--- config.mk ---
export PLATFORM = sky130hd
export DESIGN_NAME = spi_slave_byte_flat
export DESIGN_NICKNAME = d
export VERILOG_FILES = /design/src/rtl/spi_slave_byte_if.sv /design/src/rtl/spi_slave_byte.sv /design/src/flat_wrapper.sv
export SDC_FILE = /design/constraint.sdc
export NUM_CORES = 1
export LEC_CHECK = 0
export CAP_MARGIN = 20
export CELL_PAD_IN_SITES_DETAIL_PLACEMENT = 0
export CELL_PAD_IN_SITES_GLOBAL_PLACEMENT = 2
export CORE_ASPECT_RATIO = 0.5
export CORE_UTILIZATION = 41
export CTS_BUF_LIST = sky130_fd_sc_hd__clkbuf_16
export DETAILED_ROUTE_END_ITERATION = 8
export GPL_TIMING_DRIVEN = 0
export PLACE_DENSITY = 0.8
export SLEW_MARGIN = 20
export SYNTH_ARGS = -nofsm -noshare
export SYNTH_HDL_FRONTEND = slang
export SYNTH_SLANG_ARGS = --single-unit
--- constraint.sdc ---
create_clock -name clk -period 2.7 [get_ports clk]
set_input_delay 0.54 -clock clk [delete_from_list [all_inputs] [get_ports clk]]
set_output_delay 0.54 -clock clk [all_outputs]
set_load 0.01 [all_outputs]
--- src/rtl/spi_slave_byte_if.sv ---
// Pin and FIFO bundle for spi_slave_byte: SPI mode-0 pins, RX push side, TX pull side and status.
// The slave modport is the endpoint's view; the master modport is the surrounding environment's view.
interface spi_slave_byte_if;
    logic       sclk;
    logic       cs_n;
    logic       mosi;
    logic       io_update;
    logic       miso;
    logic [7:0] data_o;
    logic       wrreq;
    logic       have_data;
    logic [7:0] data_i;
    logic       rdreq;
    logic       update;
    logic       busy;

    modport slave (
        input  sclk,
        input  cs_n,
        input  mosi,
        input  io_update,
        input  have_data,
        input  data_i,
        output miso,
        output data_o,
        output wrreq,
        output rdreq,
        output update,
        output busy
    );

    modport master (
        output sclk,
        output cs_n,
        output mosi,
        output io_update,
        output have_data,
        output data_i,
        input  miso,
        input  data_o,
        input  wrreq,
        input  rdreq,
        input  update,
        input  busy
    );
endinterface

--- src/rtl/spi_slave_byte.sv ---
// Oversampling SPI mode-0 byte slave: RX bytes pushed via wrreq, TX bytes pulled via rdreq.
// Optional macro SPI_SLAVE_PARTIAL_ERR_EN adds err_cnt/err_clr for counting aborted partial bytes.
module spi_slave_byte #(
    parameter int         SYNC_STAGES = 2,
    parameter logic [7:0] FILL_BYTE   = 8'h00
) (
    input  logic       clk,
    input  logic       rst,
`ifdef SPI_SLAVE_PARTIAL_ERR_EN
    input  logic       err_clr,
    output logic [7:0] err_cnt,
`endif
    spi_slave_byte_if.slave bus
);

    typedef enum logic {
        IDLE,
        ACTIVE
    } state_t;

    state_t state;
    state_t state_next;

    logic [SYNC_STAGES:0]   sclk_sync;
    logic [SYNC_STAGES:0]   cs_sync;
    logic [SYNC_STAGES:0]   upd_sync;
    logic [SYNC_STAGES-1:0] mosi_sync;

    logic sclk_rise;
    logic sclk_fall;
    logic cs_rise;
    logic cs_fall;
    logic upd_rise;
    logic mosi_bit;

    logic frame_start;
    logic frame_end;
    logic rx_step;
    logic tx_step;

    logic [2:0] bit_cnt;
    logic [6:0] rx_shift;
    logic [7:0] rx_byte;
    logic [7:0] tx_shift;
    logic [7:0] load_byte;
    logic       wr_pend;
    logic       rd_pend;
    logic       upd_pend;

    logic       miso_q;
    logic [7:0] data_q;
    logic       wrreq_q;
    logic       rdreq_q;
    logic       update_q;
    logic       busy_q;

    // cs_n chain resets high so a released reset with the pin idle produces no edge.
    always_ff @(posedge clk or posedge rst) begin
        if (rst) begin
            sclk_sync <= '0;
            cs_sync   <= '1;
            upd_sync  <= '0;
            mosi_sync <= '0;
        end else begin
            sclk_sync <= {sclk_sync[SYNC_STAGES-1:0], bus.sclk};
            cs_sync   <= {cs_sync[SYNC_STAGES-1:0], bus.cs_n};
            upd_sync  <= {upd_sync[SYNC_STAGES-1:0], bus.io_update};
            mosi_sync <= {mosi_sync[SYNC_STAGES-2:0], bus.mosi};
        end
    end

    assign sclk_rise = sclk_sync[SYNC_STAGES-1] & ~sclk_sync[SYNC_STAGES];
    assign sclk_fall = ~sclk_sync[SYNC_STAGES-1] & sclk_sync[SYNC_STAGES];
    assign cs_rise   = cs_sync[SYNC_STAGES-1] & ~cs_sync[SYNC_STAGES];
    assign cs_fall   = ~cs_sync[SYNC_STAGES-1] & cs_sync[SYNC_STAGES];
    assign upd_rise  = upd_sync[SYNC_STAGES-1] & ~upd_sync[SYNC_STAGES];
    assign mosi_bit  = mosi_sync[SYNC_STAGES-1];

    always_ff @(posedge clk or posedge rst) begin
        if (rst) begin
            state <= IDLE;
        end else begin
            state <= state_next;
        end
    end

    always_comb begin
        state_next = state;
        case (state)
            IDLE:    if (cs_fall) state_next = ACTIVE;
            ACTIVE:  if (cs_rise) state_next = IDLE;
            default: state_next = IDLE;
        endcase
    end

    // A deselect seen together with an sclk edge swallows that edge.
    always_comb begin
        frame_start = 1'b0;
        frame_end   = 1'b0;
        rx_step     = 1'b0;
        tx_step     = 1'b0;
        case (state)
            IDLE: begin
                frame_start = cs_fall;
            end
            ACTIVE: begin
                frame_end = cs_rise;
                rx_step   = sclk_rise & ~cs_rise;
                tx_step   = sclk_fall & ~cs_rise;
            end
            default: begin
                frame_start = 1'b0;
            end
        endcase
    end

    assign load_byte = bus.have_data ? bus.data_i : FILL_BYTE;

    always_ff @(posedge clk or posedge rst) begin
        if (rst) begin
            bit_cnt  <= '0;
            rx_shift <= '0;
            rx_byte  <= '0;
            tx_shift <= '0;
            wr_pend  <= 1'b0;
            rd_pend  <= 1'b0;
        end else begin
            wr_pend <= 1'b0;
            rd_pend <= 1'b0;
            if (frame_start) begin
                bit_cnt  <= '0;
                tx_shift <= load_byte;
                rd_pend  <= bus.have_data;
            end else if (frame_end) begin
                bit_cnt <= '0;
            end else if (rx_step) begin
                rx_shift <= {rx_shift[5:0], mosi_bit};
                bit_cnt  <= bit_cnt + 3'd1;
                if (bit_cnt == 3'd7) begin
                    rx_byte <= {rx_shift, mosi_bit};
                    wr_pend <= 1'b1;
                end
            end else if (tx_step) begin
                // A falling edge at bit 0 is a byte boundary, including the trailing one of a burst.
                if (bit_cnt == 3'd0) begin
                    tx_shift <= load_byte;
                    rd_pend  <= bus.have_data;
                end else begin
                    tx_shift <= {tx_shift[6:0], 1'b0};
                end
            end
        end
    end

    always_ff @(posedge clk or posedge rst) begin
        if (rst) begin
            upd_pend <= 1'b0;
        end else begin
            upd_pend <= upd_rise;
        end
    end

`ifdef SPI_SLAVE_PARTIAL_ERR_EN
    logic [7:0] err_cnt_q;

    always_ff @(posedge clk or posedge rst) begin
        if (rst) begin
            err_cnt_q <= 8'h00;
        end else if (err_clr) begin
            err_cnt_q <= 8'h00;
        end else if (frame_end && (bit_cnt != 3'd0) && (err_cnt_q != 8'hFF)) begin
            err_cnt_q <= err_cnt_q + 8'd1;
        end
    end

    assign err_cnt = err_cnt_q;
`else
    // Partial bytes are dropped silently when the error counter is not built.
`endif

    // Registered outputs, one cycle behind the internal state.
    always_ff @(posedge clk or posedge rst) begin
        if (rst) begin
            miso_q   <= 1'b0;
            data_q   <= 8'h00;
            wrreq_q  <= 1'b0;
            rdreq_q  <= 1'b0;
            update_q <= 1'b0;
            busy_q   <= 1'b0;
        end else begin
            miso_q   <= (state == ACTIVE) & tx_shift[7];
            wrreq_q  <= wr_pend;
            rdreq_q  <= rd_pend;
            update_q <= upd_pend;
            busy_q   <= (state == ACTIVE);
            if (wr_pend) begin
                data_q <= rx_byte;
            end
        end
    end

    assign bus.miso   = miso_q;
    assign bus.data_o = data_q;
    assign bus.wrreq  = wrreq_q;
    assign bus.rdreq  = rdreq_q;
    assign bus.update = update_q;
    assign bus.busy   = busy_q;

endmodule

--- src/flat_wrapper.sv ---
// flat-port wrapper written by rule: the top's interface ports become plain ports
module spi_slave_byte_flat 
#(
    parameter int         SYNC_STAGES = 2,
    parameter logic [7:0] FILL_BYTE   = 8'h00
)
  (clk, rst, bus_sclk, bus_cs_n, bus_mosi, bus_io_update, bus_have_data, bus_data_i, bus_miso, bus_data_o, bus_wrreq, bus_rdreq, bus_update, bus_busy);
  spi_slave_byte_if bus_i ();
  input  logic clk;
  input  logic rst;
  input wire logic [$bits(bus_i.sclk)-1:0] bus_sclk;
  input wire logic [$bits(bus_i.cs_n)-1:0] bus_cs_n;
  input wire logic [$bits(bus_i.mosi)-1:0] bus_mosi;
  input wire logic [$bits(bus_i.io_update)-1:0] bus_io_update;
  input wire logic [$bits(bus_i.have_data)-1:0] bus_have_data;
  input wire logic [$bits(bus_i.data_i)-1:0] bus_data_i;
  output wire logic [$bits(bus_i.miso)-1:0] bus_miso;
  output wire logic [$bits(bus_i.data_o)-1:0] bus_data_o;
  output wire logic [$bits(bus_i.wrreq)-1:0] bus_wrreq;
  output wire logic [$bits(bus_i.rdreq)-1:0] bus_rdreq;
  output wire logic [$bits(bus_i.update)-1:0] bus_update;
  output wire logic [$bits(bus_i.busy)-1:0] bus_busy;
  assign bus_i.sclk = bus_sclk;
  assign bus_i.cs_n = bus_cs_n;
  assign bus_i.mosi = bus_mosi;
  assign bus_i.io_update = bus_io_update;
  assign bus_i.have_data = bus_have_data;
  assign bus_i.data_i = bus_data_i;
  assign bus_miso = bus_i.miso;
  assign bus_data_o = bus_i.data_o;
  assign bus_wrreq = bus_i.wrreq;
  assign bus_rdreq = bus_i.rdreq;
  assign bus_update = bus_i.update;
  assign bus_busy = bus_i.busy;
  spi_slave_byte #(.SYNC_STAGES(SYNC_STAGES), .FILL_BYTE(FILL_BYTE)) u_core (.clk(clk), .rst(rst), .bus(bus_i));
endmodule
Word level (Yosys, flattened, before mapping) --
Index checks and enable logic that the tools add are counted.
Storage, ports and cells: input port bits 15, bits in registers 54
Operators by class: muxes and demuxes 25, add/subtract/negate cells 1, bitwise gates (word level) 17, equality and inequality tests 3, reductions and logical operators 6
Operators by type and width (count):
- $mux 8 | 6
- $mux 1 | 15
- $mux 3 | 3
- $not 1->1 | 9
- $and 1x1->1 | 8
- $reduce_and 3->1 | 2
- $ne 2x1->1 const B | 2
- $reduce_and 4->1 | 1
- $add 3x1->3 const B | 1
- $eq 3x3->1 const B | 1
- $logic_not 3->1 | 1
- $reduce_bool 3->1 | 1
- $pmux 1 s2 | 1
- $reduce_bool 2->1 | 1

Logic depth before layout (Yosys ltp) --
Gate-level depths: netlist of run 1.
word-level depth 9, depth in mapped cells 6, depth with buffers taken out 5

Least setup slack after synthesis of run 1 --
No wires, ideal clock.
path kind register to register, start point register u_core.cs_sync[2], end point register u_core.bit_cnt[1], arrival 1.308 ns, setup slack 1.267 ns, stages on the path, launching flop included 4, cells stage by stage dfstp_2 or3b_4 and3_1 mux2_4
On the way: word-level cells in the longest chain between the ends 6, elaborated cells on any way between the ends 11, those cells by class 5 x mux; 5 x bitwise; 1 x reduce/logical
RTL lines:
- start: declaration | RTL line spi_slave_byte.sv:25 | logic [SYNC_STAGES:0] cs_sync;
- start signal: assignment | RTL line spi_slave_byte.sv:66 | cs_sync <= {cs_sync[SYNC_STAGES-1:0], bus.cs_n};
- $not 1->1 | RTL line spi_slave_byte.sv:74 | assign cs_rise = cs_sync[SYNC_STAGES-1] & ~cs_sync[SYNC_STAGES];
- $and 1x1->1 | RTL line spi_slave_byte.sv:74
- $not 1->1 | RTL line spi_slave_byte.sv:108 | rx_step = sclk_rise & ~cs_rise;
- $and 1x1->1 | RTL line spi_slave_byte.sv:108
- $mux 1 | RTL line spi_slave_byte.sv:102 | case (state)
- $reduce_bool 3->1 (no line)
- end signal: assignment | RTL line spi_slave_byte.sv:138 | bit_cnt <= bit_cnt + 3'd1;
- end: declaration | RTL line spi_slave_byte.sv:41 | logic [2:0] bit_cnt;
Parallel ways exist; a longest one is shown, timed or not. A chain may end at the register's enable or synchronous reset.

Final worst setup path of run 1 --
start point register u_core.data_q[5], in the netlist u_core.bus.data_o[5], end point output port bus_data_o[5]
RTL lines:
- start: declaration | RTL line spi_slave_byte.sv:51 | logic [7:0] data_q;
- start signal: assignment | RTL line spi_slave_byte.sv:197 | data_q <= rx_byte;
- end: declaration | RTL line flat_wrapper.sv:18 | output wire logic [$bits(bus_i.data_o)-1:0] bus_data_o;
No word-level cell between the ends.

==> flow_summary.json, run 1 <==
{
  "drcViolationCount": 0,
  "crit_path_top_delay_cell": "clkdlybuf4s50_1",
  "clock_tree.buffer_depth": 2,
  "tritoncts": "built",
  "post-cts-setup-buffer-count": 0,
  "worst-slew-pin-transition_ps": 550.8,
  "final_nets": 202,
  "numPlacedInstances": 247,
  "hold_buffers": 0,
  "detail_route.wl_per_cell_um": 14.63,
  "cp_data_required_time_ps": 2160,
  "fp.coreArea_mm2": 0.004977,
  "fin_crit_period_ps": 1721,
  "initial_utilization": 0.4314,
  "die_height_um": 53.17,
  "clockRootBuffer": "clkbuf_16",
  "synth.ff_latch_count": 54,
  "fill_cells": 440,
  "grt_start_max_net_pins": 31,
  "clk-insertion-delay-late_ps": 290,
  "status": "complete, no violations",
  "arrival_ps": 1180,
  "setup_viol_count_final": 0,
  "critPathBufInv": 1,
  "relative_area_change_from_synthesis_to_final_layout_pct": 24.77,
  "dr.first_iter.drc_count": 51,
  "cts.htree.levels": 2,
  "period_share": 0.6373,
  "syn_nets": 168,
  "yosysWarnings": 0,
  "final_antenna_net_count": 0,
  "hpwlAfterDp_mm": 2.360,
  "final_hold_viol_count": 0,
  "gp_congestion": 0.7623,
  "floorplan.io_pins": 28,
  "via_per_inst": 5.220,
  "postLayoutCoreUtil": 0.5382,
  "cellLeakagePower_nw": 1.213,
  "setup.worst_path.start_class": "register",
  "syn_area_mm2": 0.002147,
  "postRouteWirelength_mm": 3.716,
  "clk_transition_reported_paths_ps": 70,
  "cp-end-kind": "output port",
  "row_count": 18,
  "global_route.peak_usage_layer": "met2",
  "met2_usage_grt": 0.2406,
  "grt_setup_unrepaired": "no",
  "register_area_mm2": 0.001355,
  "worst_supply_voltage_drop_on_vdd_mv": 0.2912,
  "fmax_ghz": 0.5812,
  "firstDrtPassIters": 4,
  "synth_seq_area_share": 0.6311,
  "drv.max_cap_violation_count": 0,
  "power_per_cell_area_mw_per_mm2": 730.8,
  "io_buffers": 26,
  "average_cell_area_after_synthesis_um2": 14.31,
  "ys_types": 35,
  "grt_antenna_before_repair": 0,
  "grt_first_pass_wirelength_mm": 6.410,
  "postSynthCellCount": 150,
  "cts_made_buffers": 5,
  "layout-drive-gt1-share": 0.2554,
  "max-slew-margin-rel": 0.6322,
  "cts_repair_resize_count": 0,
  "num_vias": 1326,
  "grt_util_all_layers": 0.1567,
  "grt_pass1_vias": 1286,
  "timing.critical_path.cells": "clkdlybuf4s50_1",
  "die_x_um": 104.3,
  "critical_path.top_delay_family": "buffers and inverters",
  "finalClockSkew_ps": 3.863,
  "grt.overflow.total": 0,
  "totalNegativeSetupSlack_ps": 0,
  "use_met1": 0.2025,
  "slew_violations": 0,
  "multi_input_comb_area_um2": 715.7,
  "critical_path.max_fanout": 2,
  "crit_type": "reg -> out",
  "holdCritPathClass": "reg -> reg",
  "layout.cells.non_filler": 254,
  "antenna-diode-count": 0,
  "use_met3": 0.04680,
  "die-area_mm2": 0.005548,
  "clock_sink_count": 54,
  "critical-path-max-stage-delay_ps": 540
}
-- worst paths after layout --
kind | cells past startpoint | startpoint | end | slack [ps]
worst max-delay path | 1 | u_core.bus.data_o[5] | bus_data_o[5] | 980
worst min-delay path | 0 | u_core.upd_sync[0] | u_core.upd_sync[1] | 350
worst max register to register | 4 | u_core.sclk_sync[1] | u_core.tx_shift[0] | 1040
worst min register to register | 0 | u_core.upd_sync[0] | u_core.upd_sync[1] | 350
max in group asynchronous | 3 | rst | u_core.tx_shift[0] | 1540
min in group asynchronous | 2 | rst | u_core.upd_sync[2] | 610
-- stage by stage --
stage | cell area (um^2) | setup slack [ps] | hold WS (ps) | power (mW)
floorplan | 2147 | 850.4 | 331.2 | 1.171
global placement | 2495 | -104.3 | 332.3 | 1.251
detailed placement | 2515 | 1056 | 336.2 | 1.265
CTS | 2679 | 971.2 | 351.9 | 1.983
global route | 2679 | 910.1 | 360.2 | 2.064
finish | 2679 | 979.3 | 349.5 | 1.958
-- state kept, by name, indices dropped and copies added, names as in the netlist --
register / count
u_core.cs_sync: 3
u_core.rx_shift: 7
u_core.upd_pend: 1
u_core.bus.rdreq: 1
u_core.bus.miso: 1
u_core.rx_byte: 8
u_core.bus.wrreq: 1
u_core.bus.update: 1
u_core.upd_sync: 3
u_core.sclk_sync: 3
u_core.state: 1
u_core.wr_pend: 1
u_core.tx_shift: 8
u_core.bus.busy: 1
u_core.mosi_sync: 2
u_core.bit_cnt: 3
u_core.bus.data_o: 8
u_core.rd_pend: 1
-- placed cells by master (no fill, tap or decap), types with 2 or more instances in the layout --
master / n
o211ai_1: 7
clkdlybuf4s50_1: 26
a311oi_1: 7
clkbuf_16: 5
mux2_2: 23
nand3_1: 7
inv_1: 4
mux2_4: 2
buf_6: 2
a31oi_1: 8
nand2_1: 2
clkbuf_1: 5
ha_1: 3
dfstp_2: 3
dfrtp_1: 51
nor2b_1: 3
and3_1: 2
-- cell families after synthesis --
group | synth area share
compound gates | 0.09324
fa+ha+maj | 0.01748
simple gates | 0.08276
flops | 0.6311
mux | 0.1399
buf+inv | 0.03555
-- report_power, final --
part	leakage [nW]	switching (mW)	internal (mW)	total (mW)
logic	0.446	0.129	0.141	0.270
registers	0.687	0.0583	0.918	0.977
clock network	0.0799	0.277	0.434	0.711
-- cells in the mapped netlist (all sizes together) --
master / number / area share
a21boi: 1 / 0.0035
a21oi: 1 / 0.0023
a311oi: 7 / 0.029
a31o: 1 / 0.0041
a31oi: 8 / 0.023
and2: 1 / 0.0029
and2b: 1 / 0.0035
and3: 2 / 0.0058
and4: 1 / 0.0041
buf: 5 / 0.018
clkbuf: 5 / 0.0087
dfrtp: 51 / 0.59
dfstp: 3 / 0.037
ha: 3 / 0.017
inv: 5 / 0.0087
mux2: 26 / 0.14
nand2: 2 / 0.0035
nand2b: 2 / 0.0070
nand3: 8 / 0.021
nand3b: 1 / 0.0035
nand4: 2 / 0.0087
nor2b: 3 / 0.0087
nor3b: 1 / 0.0087
o211a: 1 / 0.0047
o211ai: 7 / 0.024
o21ai: 1 / 0.0023
or3b: 1 / 0.0052
-- cell type report --
cell class,count,area share
Sequential cell,54,0.5058
Inverter,5,0.007006
Tap cell,70,0.03269
Multi-Input combinational cell,81,0.2672
Timing Repair Buffer,27,0.1046
Clock inverter,2,0.01448
Clock buffer,5,0.04671
Buffer,10,0.02149
-- metal layers --
metal	part of all wire	wire length, um
met1	0.49	1834
met2	0.44	1637
met3	0.045	166
met4	0.021	78
met5	0	0
(Power assumes the default switching activity.)
==> inputs of run 2 (changes only) <==
--- a/config.mk
+++ b/config.mk
@@ -9,11 +9,11 @@
 export CELL_PAD_IN_SITES_DETAIL_PLACEMENT = 0
 export CELL_PAD_IN_SITES_GLOBAL_PLACEMENT = 2
 export CORE_ASPECT_RATIO = 0.5
-export CORE_UTILIZATION = 41
+export CORE_UTILIZATION = 34
 export CTS_BUF_LIST = sky130_fd_sc_hd__clkbuf_16
 export DETAILED_ROUTE_END_ITERATION = 8
 export GPL_TIMING_DRIVEN = 0
-export PLACE_DENSITY = 0.8
+export PLACE_DENSITY = 0.71
 export SLEW_MARGIN = 20
 export SYNTH_ARGS = -nofsm -noshare
 export SYNTH_HDL_FRONTEND = slang
==> constraint.sdc (replaced) <==
create_clock -name clk -period 1.5 [get_ports clk]
set_input_delay 0.3 -clock clk [delete_from_list [all_inputs] [get_ports clk]]
set_output_delay 0.3 -clock clk [all_outputs]
set_load 0.01 [all_outputs]
==> flow_summary.json, run 2 (synthesis gave the netlist of run 1 again) <==
{
  "drcViolationCount": 0,
  "critical_path.max_fanout": 5,
  "critical-path-max-stage-delay_ps": 560,
  "cp_data_required_time_ps": 1680,
  "slew_violations": 0,
  "grt_start_max_net_pins": 35,
  "dr.first_iter.drc_count": 28,
  "holdCritPathClass": "reg -> reg",
  "io_buffers": 26,
  "die_height_um": 58.19,
  "final_cell_mix": "dfrtp_1 (51), mux2_2 (23), clkdlybuf4s50_1 (19), buf_4 (8), a31oi_1 (8)",
  "status": "complete, no violations",
  "cts_made_buffers": 5,
  "setup.worst_path.start_class": "register",
  "row_count": 20,
  "fp.coreArea_mm2": 0.006081,
  "grt_setup_unrepaired": "yes",
  "die-area_mm2": 0.006656,
  "timing.critical_path.cells": "or3b_4 -> and3_1 -> mux2_4",
  "grt_antenna_before_repair": 0,
  "final_critical_path_setup_slack_ps": 9.473,
  "post-layout-total-power_mw": 3.452,
  "final_hold_viol_count": 0,
  "firstDrtPassIters": 4,
  "clock_tree.buffer_depth": 2,
  "final_antenna_net_count": 0,
  "finalClockSkew_ps": 10.97,
  "crit_type": "reg -> reg",
  "clk-insertion-delay-late_ps": 290,
  "pre_cts_ws_ps": -148.4,
  "max-slew-margin-rel": 0.6646,
  "die_x_um": 114.4,
  "hold_buffers": 0,
  "arrival_ps": 1670,
  "final_area_mm2": 0.002819,
  "layout-drive-gt1-share": 0.3351,
  "postRouteWirelength_mm": 3.930,
  "num_vias": 1332,
  "fin_crit_period_ps": 1491,
  "power_per_cell_area_mw_per_mm2": 1225,
  "relative_area_change_from_synthesis_to_final_layout_pct": 31.29,
  "tritoncts": "built",
  "cts.htree.levels": 2,
  "via_per_inst": 4.774,
  "gp_congestion": 0.7241,
  "period_share": 0.9937,
  "critPathBufInv": 0,
  "drv.max_cap_violation_count": 0,
  "area_of_placed_instances_mm2": 0.002541,
  "layout.cells.most_common": "dfrtp_1",
  "cp-end-kind": "register",
  "fmax_ghz": 0.6709,
  "clock_sink_count": 54,
  "clk_transition_reported_paths_ps": 70,
  "grt_pass1_vias": 1384,
  "grt_util_all_layers": 0.1300,
  "setup_viol_count_final": 0,
  "fill_cells": 552,
  "hpwlAfterDp_mm": 2.493,
  "detail_route.wl_per_cell_um": 14.09,
  "worst-slew-pin-transition_ps": 502.1,
  "final_nets": 208,
  "worst_supply_voltage_drop_on_vdd_mv": 0.5297,
  "postLayoutCoreUtil": 0.4636,
  "grt.overflow.total": 0,
  "clockRootBuffer": "clkbuf_16",
  "crit_path_top_delay_cell": "dfstp_2",
  "floorplan.io_pins": 28,
  "antenna-diode-count": 0,
  "critical_path.top_delay_family": "simple AND/OR/NAND/NOR gates",
  "initial_utilization": 0.3531,
  "grt_first_pass_wirelength_mm": 6.589,
  "cellLeakagePower_nw": 1.387
}
run 2: final timing paths:
path / slack, ps / from / end / cells after the start
worst max-delay path: 9 / u_core.cs_sync[2] / u_core.bit_cnt[2] / 3
max in group asynchronous: 530 / rst / u_core.cs_sync[2] / 3
worst min register to register: 350 / u_core.rd_pend / u_core.bus.rdreq / 0
worst max register to register: 9 / u_core.cs_sync[2] / u_core.bit_cnt[2] / 3
worst min-delay path: 350 / u_core.rd_pend / u_core.bus.rdreq / 0
min in group asynchronous: 390 / rst / u_core.bus.update / 2
run 2: metal layers:
metal / global-route usage / vias to the layer above / share of wire
met5: 0 / - / 0
met4: 0.05566 / 0 / 0.013
met3: 0.03556 / 5 / 0.030
met2: 0.2035 / 15 / 0.46
met1: 0.1721 / 685 / 0.50
li1: - / 627 / -
run 2: cell type report:
type                    count  area [um^2]  area share
plain buffers               9        65.06     0.02308
multi-input cells          81        772.0      0.2739
repair buffers             34        350.3      0.1243
flip-flops and latches     54         1355      0.4807
well taps                  88        110.1     0.03906
inverters                   5        22.52    0.007989
clock buffers               5        125.1     0.04439
clock inverters             3        18.77    0.006658
run 2: stage by stage:
| stage | TNS, ps | cells | hold WS (ps) |
|---|---|---|---|
| floorplan | 0 | 150 | 304.5 |
| global placement | -6731 | 264 | 332.6 |
| detailed placement | -557.3 | 265 | 334.7 |
| CTS | -1.152 | 274 | 350.4 |
| global route | -76.05 | 279 | 359.2 |
| finish | 0 | 279 | 349.2 |
run 2: repair_timing:
action | in CTS | in global routing
setup endpoints to repair | 17 | 27
gates cloned | 0 | 0
pin swaps | 1 | 3
gates resized for setup | 6 | 21
buffers inserted | 2 | 5
run 2: power breakdown:
group          internal (mW)  switching (mW)
Sequential              1.65           0.118
Combinational          0.299           0.251
Clock                  0.619           0.513
Total                   2.57           0.882
==> inputs of run 3 (changes only) <==
--- a/config.mk
+++ b/config.mk
@@ -9,11 +9,13 @@
 export CELL_PAD_IN_SITES_DETAIL_PLACEMENT = 0
 export CELL_PAD_IN_SITES_GLOBAL_PLACEMENT = 2
 export CORE_ASPECT_RATIO = 0.5
-export CORE_UTILIZATION = 34
+export CORE_UTILIZATION = 39
 export CTS_BUF_LIST = sky130_fd_sc_hd__clkbuf_16
+export CTS_CLUSTER_DIAMETER = 150
 export DETAILED_ROUTE_END_ITERATION = 8
+export DONT_BUFFER_PORTS = 1
 export GPL_TIMING_DRIVEN = 0
-export PLACE_DENSITY = 0.71
+export PLACE_DENSITY = 0.7
 export SLEW_MARGIN = 20
 export SYNTH_ARGS = -nofsm -noshare
 export SYNTH_HDL_FRONTEND = slang
==> flow_summary.json, run 3 (synthesis gave the netlist of run 1 again) <==
{
  "status": "complete, no violations",
  "initial_utilization": 0.4200,
  "worst_r2r_path_depth": 3,
  "fmax_ghz": 0.6690,
  "register_area_mm2": 0.001355,
  "via_per_inst": 5.183,
  "arrival_ps": 1670,
  "dr.first_iter.drc_count": 35,
  "clk_transition_reported_paths_ps": 70,
  "io_buffers": 0,
  "hold_path_depth": 0,
  "holdCritPathClass": "in -> reg",
  "power_per_cell_area_mw_per_mm2": 1339,
  "reg2reg_slack_ps": 5,
  "drcViolationCount": 0,
  "row_count": 18,
  "die_height_um": 54.47,
  "pre_cts_ws_ps": -129.6,
  "grt_util_all_layers": 0.1431,
  "fp.coreArea_mm2": 0.005112,
  "relative_area_change_from_synthesis_to_final_layout_pct": 17.31,
  "fill_cells": 439,
  "setup.worst_path.start_class": "register",
  "grt.overflow.total": 0,
  "grt_pass1_vias": 1259,
  "firstDrtPassIters": 4,
  "period_share": 0.9965,
  "die_x_um": 106.9,
  "layout.cells.non_filler": 235,
  "crit_type": "reg -> reg",
  "cts_made_buffers": 5,
  "cp_data_required_time_ps": 1670,
  "hpwlAfterDp_mm": 2.362,
  "final_antenna_net_count": 0,
  "worst-slew-pin-transition_ps": 510.7,
  "detail_route.wl_per_cell_um": 15.60,
  "final_area_mm2": 0.002519,
  "setup_viol_count_final": 0,
  "cellLeakagePower_nw": 1.148,
  "die-area_mm2": 0.005824,
  "layout-drive-gt1-share": 0.3576,
  "clock_tree.buffer_depth": 2,
  "postRouteWirelength_mm": 3.666,
  "clockRootBuffer": "clkbuf_16",
  "postLayoutCoreUtil": 0.4927,
  "final_nets": 182,
  "gp_congestion": 0.7613,
  "critical_path.max_fanout": 5,
  "final_hold_viol_count": 0,
  "grt_first_pass_wirelength_mm": 6.134,
  "numPlacedInstances": 221,
  "multi_input_comb_area_um2": 769.5,
  "max-slew-margin-rel": 0.6595,
  "tritoncts": "built",
  "floorplan.io_pins": 28,
  "clk-insertion-delay-late_ps": 290,
  "fin_crit_period_ps": 1495,
  "layout.cells.most_common": "dfrtp_1",
  "antenna-diode-count": 0,
  "final_cell_mix": "dfrtp_1 (51), mux2_2 (23), a31oi_1 (8), nand3_1 (7), o211ai_1 (7)",
  "drv.max_cap_violation_count": 0,
  "slew_violations": 0,
  "cts.htree.levels": 2,
  "grt_start_max_net_pins": 35,
  "finalClockSkew_ps": 4.429,
  "grt_setup_unrepaired": "yes",
  "area_of_placed_instances_mm2": 0.002258,
  "clock_sink_count": 54,
  "cp-end-kind": "register",
  "num_vias": 1218,
  "finalHoldWorstSlack_ps": 33.68,
  "final_critical_path_setup_slack_ps": 5.224,
  "grt_antenna_before_repair": 0,
  "worst_supply_voltage_drop_on_vdd_mv": 0.5083
}
==> run 3: final timing paths <==
path                                        start                   to
worst max-delay path            u_core.cs_sync[2]    u_core.bit_cnt[1]
worst min-delay path                     bus_sclk  u_core.sclk_sync[0]
worst max register to register  u_core.cs_sync[2]    u_core.bit_cnt[1]
worst min register to register    u_core.upd_pend    u_core.bus.update
max in group asynchronous                     rst    u_core.cs_sync[0]
min in group asynchronous                     rst  u_core.sclk_sync[0]
==> run 3: stage by stage <==
| step | power [mW] | setup TNS [ps] |
|---|---|---|
| 6_report | 3.373 | 0 |
| 5_1_grt | 3.550 | -75.60 |
| 4_1_cts | 3.376 | -0.9022 |
| 3_5_place_dp | 2.221 | -587.9 |
| 3_3_place_gp | 2.204 | -503.1 |
| 2_1_floorplan | 2.108 | 0 |
==> run 3: metal layers <==
metal | GRT usage | wire length (um) | vias up
li1 | - | - | 576
met1 | 0.1860 | 1865 | 613
met2 | 0.2344 | 1595 | 27
met3 | 0.04643 | 193 | 2
met4 | 0.04110 | 11 | 0
met5 | 0 | 0 | -
==> run 3: critical path, cell delays in order, from the launching register on <==
cell     delay [ps]
dfstp_2         560
or3b_4          400
and3_4          180
mux2_4          250
==> run 3: power by group <==
part | leakage, nW | internal [mW] | switching [mW] | total (mW)
registers | 0.687 | 1.65 | 0.121 | 1.77
clock network | 0.0672 | 0.613 | 0.512 | 1.12
logic | 0.394 | 0.244 | 0.229 | 0.473
==> run 3: layout make-up <==
class | count | area share
repair buffers | 7 | 0.02782
multi-input cells | 81 | 0.3055
clock buffers | 5 | 0.04968
well taps | 70 | 0.03477
flip-flops and latches | 54 | 0.5380
plain buffers | 10 | 0.02782
clock inverters | 3 | 0.007452
inverters | 5 | 0.008942
==> run 3: what timing repair did <==
item | 4_1_cts | 5_1_grt
setup endpoints to repair | 16 | 20
pin swaps | 0 | 1
hold buffers | 1 | 1
endpoints found under the hold margin | 20 | 1
setup buffers | 1 | 3
gates resized for setup | 6 | 13
